`config.mk`:
```
export PLATFORM = sky130hd
export DESIGN_NAME = register_window_controller
export DESIGN_NICKNAME = d
export VERILOG_FILES = /design/src/rtl/register_window_controller.sv
export SDC_FILE = /design/constraint.sdc
export NUM_CORES = 1
export LEC_CHECK = 0
export ABC_AREA = 0
export CORE_MARGIN = 2
export CORE_UTILIZATION = 40
export CTS_CLUSTER_DIAMETER = 50
export DETAILED_ROUTE_END_ITERATION = 6
export MAX_ROUTING_LAYER = met4
export PLACE_DENSITY_LB_ADDON = 0.1
export SKIP_CTS_REPAIR_TIMING = 1
export SLEW_MARGIN = 20
export SYNTH_ARGS = -nofsm -noshare
export SYNTH_HDL_FRONTEND = slang
export SYNTH_SLANG_ARGS = --single-unit
```
`constraint.sdc`:
```
create_clock -name Clk -period 4.62 [get_ports Clk]
set_clock_uncertainty 0.15 [all_clocks]
set_input_delay 1.155 -clock Clk [delete_from_list [all_inputs] [get_ports Clk]]
set_output_delay 1.155 -clock Clk [all_outputs]
set_load 0.03 [all_outputs]
```
`src/rtl/register_window_controller.sv`:
```
// SPARC register window controller: holds CWP/WIM, sequences SAVE/RESTORE/trap/CWP writes
// and maps architectural register selects onto physical register file indices.
module register_window_controller #(
  parameter int NWINDOWS = 4,
  parameter int CWP_W    = 2,
  parameter int PHYS_W   = 7
) (
  input  logic                Clk,
  input  logic                Reset,
  input  logic                Save,
  input  logic                Restore,
  input  logic                Trap_Entry,
  input  logic                CWP_Write,
  input  logic [4:0]          CWP_In,
  input  logic                WIM_Write,
  input  logic [NWINDOWS-1:0] WIM_In,
  input  logic [4:0]          Register_A_Select,
  input  logic [4:0]          Register_B_Select,
  input  logic [4:0]          Register_D_Select,
  output logic [PHYS_W-1:0]   Phys_A,
  output logic [PHYS_W-1:0]   Phys_B,
  output logic [PHYS_W-1:0]   Phys_D,
  output logic [CWP_W-1:0]    CWP,
  output logic [NWINDOWS-1:0] WIM,
  output logic                Busy,
  output logic                Op_Done,
  output logic                Window_Overflow,
  output logic                Window_Underflow
);

  localparam int WIN_W = CWP_W + 4;
  localparam logic [CWP_W-1:0] CWP_ONE = 1;

  typedef enum logic {IDLE, EXEC} state_t;
  typedef enum logic [1:0] {OP_SAVE, OP_RESTORE, OP_TRAP, OP_WRCWP} op_t;

  state_t             state, next_state;
  op_t                op_q, req_op;
  logic               req_any;
  logic [4:0]         cwp_in_q;
  logic [CWP_W-1:0]   cwp_q;
  logic [NWINDOWS-1:0] wim_q;
  logic [CWP_W-1:0]   dec_tgt, inc_tgt;
  logic               op_done_q, overflow_q, underflow_q;

  // Windowed registers live in a ring of 16*NWINDOWS entries above the 8 globals;
  // the power-of-two ring size lets the modulo fall out of the truncated add.
  function automatic logic [PHYS_W-1:0] translate(input logic [4:0] sel,
                                                  input logic [CWP_W-1:0] w);
    logic [4:0]       rel;
    logic [WIN_W-1:0] off;
    if (sel < 5'd8) begin
      return PHYS_W'(sel);
    end
    rel = sel - 5'd8;
    off = {w, 4'b0000} + WIN_W'(rel);
    return PHYS_W'(off) + PHYS_W'(8);
  endfunction

  assign Phys_A = translate(Register_A_Select, cwp_q);
  assign Phys_B = translate(Register_B_Select, cwp_q);
  assign Phys_D = translate(Register_D_Select, cwp_q);

  assign dec_tgt = cwp_q - CWP_ONE;
  assign inc_tgt = cwp_q + CWP_ONE;

  always_comb begin
    req_any = Trap_Entry | CWP_Write | Save | Restore;
    req_op  = OP_RESTORE;
    if (Trap_Entry)     req_op = OP_TRAP;
    else if (CWP_Write) req_op = OP_WRCWP;
    else if (Save)      req_op = OP_SAVE;
  end

  always_ff @(posedge Clk or posedge Reset) begin
    if (Reset) state <= IDLE;
    else       state <= next_state;
  end

  always_comb begin
    next_state = state;
    case (state)
      IDLE: if (req_any) next_state = EXEC;
      EXEC: next_state = IDLE;
      default: next_state = IDLE;
    endcase
  end

  always_comb begin
    Busy = (state == EXEC);
  end

  // Only the winning request is captured; lower-priority ones are dropped.
  always_ff @(posedge Clk or posedge Reset) begin
    if (Reset) begin
      op_q     <= OP_SAVE;
      cwp_in_q <= 5'd0;
    end else if (state == IDLE && req_any) begin
      op_q     <= req_op;
      cwp_in_q <= CWP_In;
    end
  end

  always_ff @(posedge Clk or posedge Reset) begin
    if (Reset) begin
      cwp_q       <= '0;
      op_done_q   <= 1'b0;
      overflow_q  <= 1'b0;
      underflow_q <= 1'b0;
    end else begin
      op_done_q   <= 1'b0;
      overflow_q  <= 1'b0;
      underflow_q <= 1'b0;
      if (state == EXEC) begin
        op_done_q <= 1'b1;
        case (op_q)
          OP_SAVE: begin
            if (wim_q[dec_tgt]) overflow_q <= 1'b1;
            else                cwp_q      <= dec_tgt;
          end
          OP_RESTORE: begin
            if (wim_q[inc_tgt]) underflow_q <= 1'b1;
            else                cwp_q       <= inc_tgt;
          end
          OP_TRAP: cwp_q <= dec_tgt;
          OP_WRCWP: begin
            if ({27'd0, cwp_in_q} < NWINDOWS) cwp_q <= cwp_in_q[CWP_W-1:0];
          end
          default: cwp_q <= cwp_q;
        endcase
      end
    end
  end

  // WIM is software-owned and updates regardless of FSM state.
  always_ff @(posedge Clk or posedge Reset) begin
    if (Reset)          wim_q <= '0;
    else if (WIM_Write) wim_q <= WIM_In;
  end

  assign CWP              = cwp_q;
  assign WIM              = wim_q;
  assign Op_Done          = op_done_q;
  assign Window_Overflow  = overflow_q;
  assign Window_Underflow = underflow_q;

endmodule
```
==> results.cfg, run 1 <==
[status]
status = finished clean

[sta]
period_minus_slack_ps = 4494
whs_ps = 363.0
max_freq_mhz = 222.5
tightest_slew_ps = 622.0
maxSlewHeadroom = 0.5849
maxSlewViolCount = 0
rsz0062_at_grt = no
period_share = 0.9728
setup_viol = 0
finalHoldViolations = 0

[worst_setup_path]
critPathArrivalTime_ps = 3190
crit_path_max_incr_delay_ps = 690
crit_fanout = 2
path_cells = clkdlybuf4s50_1 > inv_1 > ha_1 > inv_1 > ha_1 > nand2_1 > nor3_1 > clkdlybuf4s50_1
cp_slowest_cell = clkdlybuf4s50_1
endpoint_kind = output pin
reg2reg_slack_ps = 2760
start_kind = primary input
crit_required_ps = 3310
r2r_end = CWP[1]
reg2regPathDepth = 4
reg2reg_from = CWP[0]
critical_path_class = in2out

[hold_path]
hold_path_end = cwp_in_q[2]
hp-start = cwp_in_q[2]
min_path_type = reg2reg
hold_depth = 1

[synth]
yosysSeqAreaShare = 0.3676
synth_area_um2 = 1157
synthCells = 118
yosysWarnings = 0
syn-mean-instance-area_um2 = 9.808
synth_top_cell_by_area = dfrtp_1
async_flop_share = 1.000
synth.distinct_cells = 33
ys_ff_latch = 17
syn_nets = 156
synth_ff_type = dfrtp_1
synth_common_cells = 17 x dfrtp_1, 14 x inv_1, 12 x buf_4
synth-edff-count = 0
synthTopCellsByArea = dfrtp_1 37%, mux2_2 9.7%, buf_4 7.8%, ha_1 7.6%, xnor2_1 6.1%
yosysMostFrequentCell = dfrtp_1
synth_top_area_frac = 0.3676

[floorplan]
initial_core_util = 0.4197
core.rowCount = 19
die_width_um = 57.79
die_y_um = 57.79
dieArea_um2 = 3340
core_area_um2 = 2758
io_pins = 62

[cells_and_area]
fin_util = 0.5690
diodes = 0
final_cell_area_um2 = 1569
final_net_count = 192
drive_above_1_share = 0.1242
instances_no_fill = 184
syn_to_final_growth_pct = 35.57

[placement]
place.port_buffers = 43
post_dp_cell_area_um2 = 1533
post-place-cells = 180
gp_congestion = 0.7461
hpwl_mm = 1.870

[global_routing]
overflow = 0
grt_max_degree = 18
globalRouteTotalUtil = 0.1477
met2_usage = 0.2711
antenna_found_initial = 0
grt_use_met1 = 0.1556
grt_pass1_wl_mm = 3.774
grt_most_used_layer = met2
grtUsageMet3 = 0.01339
grt_pass1_vias = 904

[clock_tree]
clkLatencyLatePin_ps = 280
cts_max_path_buffers = 2
clkSinkCount = 17
htreeDepth = 1
path_clk_slew_ps = 90
cts_tree = done
cts_buffers = 3
clk_root_buffer_cell = clkbuf_4

[drt]
routed_wl_mm = 2.315
route.detailed.drc = 0
drt_iter0_markers = 13
wl_per_cell_um = 12.58
viasPerCell = 5.071
dr.pass1.iters = 4
antenna_left = 0
num_vias = 933

[power_and_ir_drop]
p_leak_uw = 0.0007336
vdd_drop_max_mv = 0.3765
power_density_nw_per_um2 = 537.7

[flow_run]
maxCapViolCount = 0
[worst max-delay path: cells and delay by family]
kind,cells,cell delay [ps]
simple gates,2,250
buf+inv,4,1260
fa+ha+maj,2,530
[routing by layer]
metal | part of all wire | routed length [um] | vias to the layer above
met2 | 0.53 | 1217 | 29
met4 | 0.019 | 44 | 0
met3 | 0.073 | 168 | 10
met1 | 0.38 | 884 | 435
li1 | - | - | 459
met5 | 0 | 0 | -
[cell families after synthesis]
logic type,synth area share
buf+inv,0.1373
simple gates,0.09732
compound gates,0.1103
flops,0.3676
mux,0.1438
xor+xnor,0.06811
fa+ha+maj,0.07567
[how the worst max path moves through the flow]
stage,start,to,slack (ps),cells past startpoint
global placement,Register_D_Select[3],Phys_D[4],-40,8
floorplan,Register_B_Select[4],Phys_B[6],810,6
global route,Register_A_Select[4],Phys_A[6],7,8
finish,Register_A_Select[3],Phys_A[6],130,8
CTS,Register_D_Select[3],Phys_D[4],-80,8
detailed placement,Register_D_Select[3],Phys_D[4],-80,8
[registers in the layout, indices dropped and copies added (netlist names)]
register and count:
cwp_in_q 5, WIM 4, Op_Done 1, CWP 2, Window_Underflow 1, Window_Overflow 1
op_q 2, Busy 1
[layout make-up]
| type | instances | area, um2 |
|---|---|---|
| tap | 31 | 38.79 |
| multi-input combinational | 73 | 573.1 |
| fill | 266 | 1189 |
| timing repair buffer | 45 | 452.9 |
| sequential | 17 | 425.4 |
| inverter | 14 | 52.55 |
| clock buffer | 4 | 26.28 |
[power breakdown]
part	total, uW	internal [uW]	switching, uW
combinational	522	246	276
sequential	245	183	62.4
clock	76.7	33.5	43.2
[cells in the final DEF (no fill, tap or decap), types with 2 or more instances in the layout]
cell type        count
nor2_1               9
dlymetal6s2s_1       4
ha_1                 7
clkdlybuf4s50_1     38
buf_4                3
a21boi_0             2
xnor2_1              8
mux2_2              10
clkbuf_4             3
o21ai_0              3
nor3_1               2
a21oi_1              2
mux2i_1              2
inv_1               14
nand2_1             10
dfrtp_1             17
[per-stage QoR]
step           setup TNS, ps  power, uW  setup WS (ps)
6_report                   0      843.7          125.7
5_1_grt                    0      905.8          7.479
4_1_cts               -78.08      856.4         -78.08
3_5_place_dp          -77.94      778.0         -77.94
3_3_place_gp          -38.88      764.4         -38.88
2_1_floorplan              0      620.8          810.1
Note: power is estimated with default switching activity, not from simulation.
==> run 2, diff against run 1 <==
--- a/config.mk
+++ b/config.mk
@@ -7,11 +7,11 @@
 export LEC_CHECK = 0
 export ABC_AREA = 0
 export CORE_MARGIN = 2
-export CORE_UTILIZATION = 40
+export CORE_UTILIZATION = 25
 export CTS_CLUSTER_DIAMETER = 50
 export DETAILED_ROUTE_END_ITERATION = 6
+export GPL_ROUTABILITY_DRIVEN = 0
 export MAX_ROUTING_LAYER = met4
-export PLACE_DENSITY_LB_ADDON = 0.1
 export SKIP_CTS_REPAIR_TIMING = 1
 export SLEW_MARGIN = 20
 export SYNTH_ARGS = -nofsm -noshare
==> results.cfg, run 2 (synthesis results as in run 1) <==
[sta]
setup_viol = 0
max_freq_mhz = 228.4
finalHoldViolations = 0
maxSlewViolCount = 0
period_minus_slack_ps = 4378
setup_tns_ps = 0
maxSlewHeadroom = 0.5758
period_share = 0.9476
rsz0062_at_grt = no
tightest_slew_ps = 635.5

[status]
status = finished clean

[cells_and_area]
instances_no_fill = 205
register_area_um2 = 425.4
diodes = 0
final_net_count = 192
drive_above_1_share = 0.1307
largest_reg_flops = 5
largest-register = cwp_in_q
mostFrequentLayoutCells = 36 x clkdlybuf4s50_1, 17 x dfrtp_1, 14 x inv_1
fillerInstances = 423
syn_to_final_growth_pct = 40.00
layout_commonest_cell = clkdlybuf4s50_1
multiInputGateArea_um2 = 573.1

[hold_path]
min_path_type = reg2reg
hp-start = cwp_in_q[4]

[power_and_ir_drop]
power_frac_comb = 0.594
p_leak_uw = 0.0007774
pwr-share-clk = 0.124
power_density_nw_per_um2 = 541.9
netSwitchingPower_uw = 390.2
share_seq_of_total_power = 0.281
vdd_drop_max_mv = 0.1644
p_sw_frac = 0.4444
p_int_uw = 487.9

[clock_tree]
clkSinkCount = 17
cts_max_path_buffers = 2
clk_root_buffer_cell = clkbuf_8
cts_tree = done
htreeDepth = 1
path_clk_slew_ps = 70
cts_buffers = 3
clkLatencyLatePin_ps = 250

[floorplan]
core.rowCount = 24
core_area_um2 = 4414
initial_core_util = 0.2622
die_width_um = 72.04
die_y_um = 72.04
io_pins = 62
dieArea_um2 = 5190

[drt]
antenna_left = 0
wl_met3_um = 143
route.detailed.drc = 0
drt-met1-wl_um = 963
routed-wl-met2_mm = 1.237
routed_wl_mm = 2.380
top_layer = met4
viasPerCell = 4.595
dr.pass1.iters = 4
num_vias = 942
wl_per_cell_um = 11.61
drt_iter0_markers = 1

[flow_run]
maxCapViolCount = 0

[global_routing]
grt_pass1_vias = 981
antenna_found_initial = 0
grt_max_degree = 18
overflow = 0
grt_pass1_wl_mm = 4.064
globalRouteTotalUtil = 0.1006

[worst_setup_path]
crit_fanout = 2
start_kind = primary input
reg2reg_from = CWP[0]
endpoint_kind = output pin
critPathArrivalTime_ps = 3070
startpoint = Register_D_Select[3]
crit_required_ps = 3310
critical_path_class = in2out

[placement]
place.port_buffers = 43
hpwl_mm = 1.957
post-place-cells = 201
run 2: critical path, cell delays in order:
cell,delay [ps]
clkdlybuf4s50_1,480
inv_1,60
ha_1,270
inv_1,40
ha_1,280
ha_1,270
mux2_2,260
dlymetal6s2s_1,240
run 2: area by class of cell:
class,instances,area share
clock buffer,3,0.02548
clock inverter,1,0.003089
inverter,14,0.03243
multi-input combinational,73,0.3537
sequential,17,0.2625
tap,52,0.04015
timing repair buffer,45,0.2826
run 2: final timing paths:
check	end	slack, ps	cells after the start
hold reg to reg	cwp_in_q[4]	370	1
max in group asynchronous	cwp_in_q[0]	2780	2
setup reg to reg	CWP[0]	2710	4
min in group asynchronous	WIM[0]	1140	2
hold / removal	cwp_in_q[4]	370	1
setup / recovery	Phys_D[4]	240	8
run 2: metrics by stage:
step	setup slack, ps	util	power [uW]	cell area, um2	hold slack [ps]
global route	161.0	0.3671	946.4	1620	397.1
CTS	-144.2	0.3637	895.4	1605	369.1
global placement	-43.25	0.3532	764.7	1559	350.6
floorplan	810.1	-	620.8	1157	330.6
detailed placement	-148.1	0.3532	783.3	1559	353.2
finish	241.9	0.3671	878.1	1620	365.2
run 2: per-layer routing:
metal	track usage	vias up
met4	0.04612	0
met5	-	-
met3	0.02083	4
met2	0.1883	35
met1	0.09914	446
li1	-	457
run 2: power groups by stage:
stage	clock network [uW]	logic (uW)	registers (uW)
2_1_floorplan	0	368	253
3_3_place_gp	0	517	248
3_5_place_dp	0	533	251
4_1_cts	114	534	248
5_1_grt	123	567	257
6_report	109	522	247
==> run 3, diff against run 2 <==
--- a/config.mk
+++ b/config.mk
@@ -6,6 +6,7 @@
 export NUM_CORES = 1
 export LEC_CHECK = 0
 export ABC_AREA = 0
+export CORE_ASPECT_RATIO = 0.75
 export CORE_MARGIN = 2
 export CORE_UTILIZATION = 25
 export CTS_CLUSTER_DIAMETER = 50
==> constraint.sdc (replaced) <==
create_clock -name Clk -period 4.8 [get_ports Clk]
set_clock_uncertainty 0.15 [all_clocks]
set_input_delay 1.2 -clock Clk [delete_from_list [all_inputs] [get_ports Clk]]
set_output_delay 1.2 -clock Clk [all_outputs]
set_load 0.03 [all_outputs]
==> results.cfg, run 3 (synthesis results as in run 1) <==
[cells_and_area]
layout_commonest_cell = clkdlybuf4s50_1
syn_to_final_growth_pct = 39.13
instances_no_fill = 209
mostFrequentLayoutCells = 41 x clkdlybuf4s50_1, 17 x dfrtp_1, 14 x inv_1
fillerInstances = 456
final_net_count = 191
drive_above_1_share = 0.1118
largest_reg_flops = 5
diodes = 0
largest-register = cwp_in_q

[drt]
antenna_left = 0
drt_iter0_markers = 9
route.detailed.drc = 0
num_vias = 901
dr.pass1.iters = 4
viasPerCell = 4.311
wl_per_cell_um = 10.82
routed_wl_mm = 2.261

[worst_setup_path]
critical_path_class = in2out
crit_fanout = 2
critPathArrivalTime_ps = 3290
start_kind = primary input
reg2regPathDepth = 4
endpoint_kind = output pin
crit_required_ps = 3450

[floorplan]
core_area_um2 = 4467
core.rowCount = 21
die_y_um = 62.93
dieArea_um2 = 5195
io_pins = 62
die_width_um = 82.57
initial_core_util = 0.2591

[sta]
period_share = 0.9675
period_minus_slack_ps = 4644
setup_tns_ps = 0
maxSlewHeadroom = 0.5793
setup_viol = 0
finalHoldViolations = 0
rsz0062_at_grt = no
max_freq_mhz = 215.3
maxSlewViolCount = 0
tightest_slew_ps = 630.3

[placement]
hpwl_mm = 1.845
place.port_buffers = 43
post-place-cells = 205

[clock_tree]
cts_max_path_buffers = 2
htreeDepth = 1
cts_tree = done
clk_root_buffer_cell = clkbuf_8
cts_buffers = 3
clkSinkCount = 17
clkLatencyLatePin_ps = 240
path_clk_slew_ps = 60

[status]
status = finished clean

[hold_path]
hold_depth = 1
min_path_type = reg2reg

[global_routing]
grt_pass1_vias = 860
overflow = 0
grt_max_degree = 18
antenna_found_initial = 0
grt_pass1_wl_mm = 3.512
globalRouteTotalUtil = 0.08630

[power_and_ir_drop]
p_leak_uw = 0.0007079
vdd_drop_max_mv = 0.2247
power_density_nw_per_um2 = 526.3

[flow_run]
maxCapViolCount = 0
## run 3: worst max-delay path: stages
cell,delay [ps]
clkdlybuf4s50_1,480
inv_1,60
ha_1,270
inv_1,40
ha_1,180
xnor2_1,210
xnor2_1,90
nor2_1,90
clkdlybuf4s50_1,680
## run 3: power by group
part | total [uW] | leakage (uW) | switching, uW | internal [uW]
clock | 103 | 0.0000228 | 44.4 | 58.7
sequential | 238 | 0.000202 | 61.7 | 176
combinational | 506 | 0.000483 | 266 | 240
## run 3: final timing paths
| kind | startpoint | end | slack [ps] |
|---|---|---|---|
| max in group asynchronous | Reset | CWP[1] | 2910 |
| setup reg to reg | CWP[0] | CWP[0] | 2920 |
| hold reg to reg | cwp_in_q[4] | cwp_in_q[4] | 360 |
| setup / recovery | Register_A_Select[3] | Phys_A[5] | 160 |
| hold / removal | cwp_in_q[4] | cwp_in_q[4] | 360 |
| min in group asynchronous | Reset | cwp_in_q[0] | 1180 |
## run 3: layout make-up
| cell class | count | area, um2 | area share |
|---|---|---|---|
| multi-input cells | 73 | 573.1 | 0.3559 |
| repair buffers | 44 | 442.9 | 0.2751 |
| inverters | 14 | 52.55 | 0.03263 |
| flip-flops and latches | 17 | 425.4 | 0.2642 |
| well taps | 57 | 71.32 | 0.04429 |
| clock buffers | 4 | 45.04 | 0.02797 |
## run 3: routing by layer
layer	wire length [um]	global-route usage
met1	997	0.1090
met2	1063	0.1351
met3	184	0.01734
met4	15	0.03279
met5	0	-
## run 3: per-stage QoR
stage | total power [uW] | util | setup slack (ps) | hold WS (ps) | area [um2]
after global routing | 912.0 | 0.3605 | 18.18 | 387.9 | 1610
after CTS | 862.8 | 0.3594 | -8.184 | 367.2 | 1605
after detailed placement | 754.7 | 0.3493 | 3.100 | 352.0 | 1560
after floorplan | 597.5 | - | 900.1 | 330.6 | 1157
after global placement | 737.2 | 0.3493 | 16.65 | 353.2 | 1560
final | 847.6 | 0.3605 | 155.8 | 362.9 | 1610
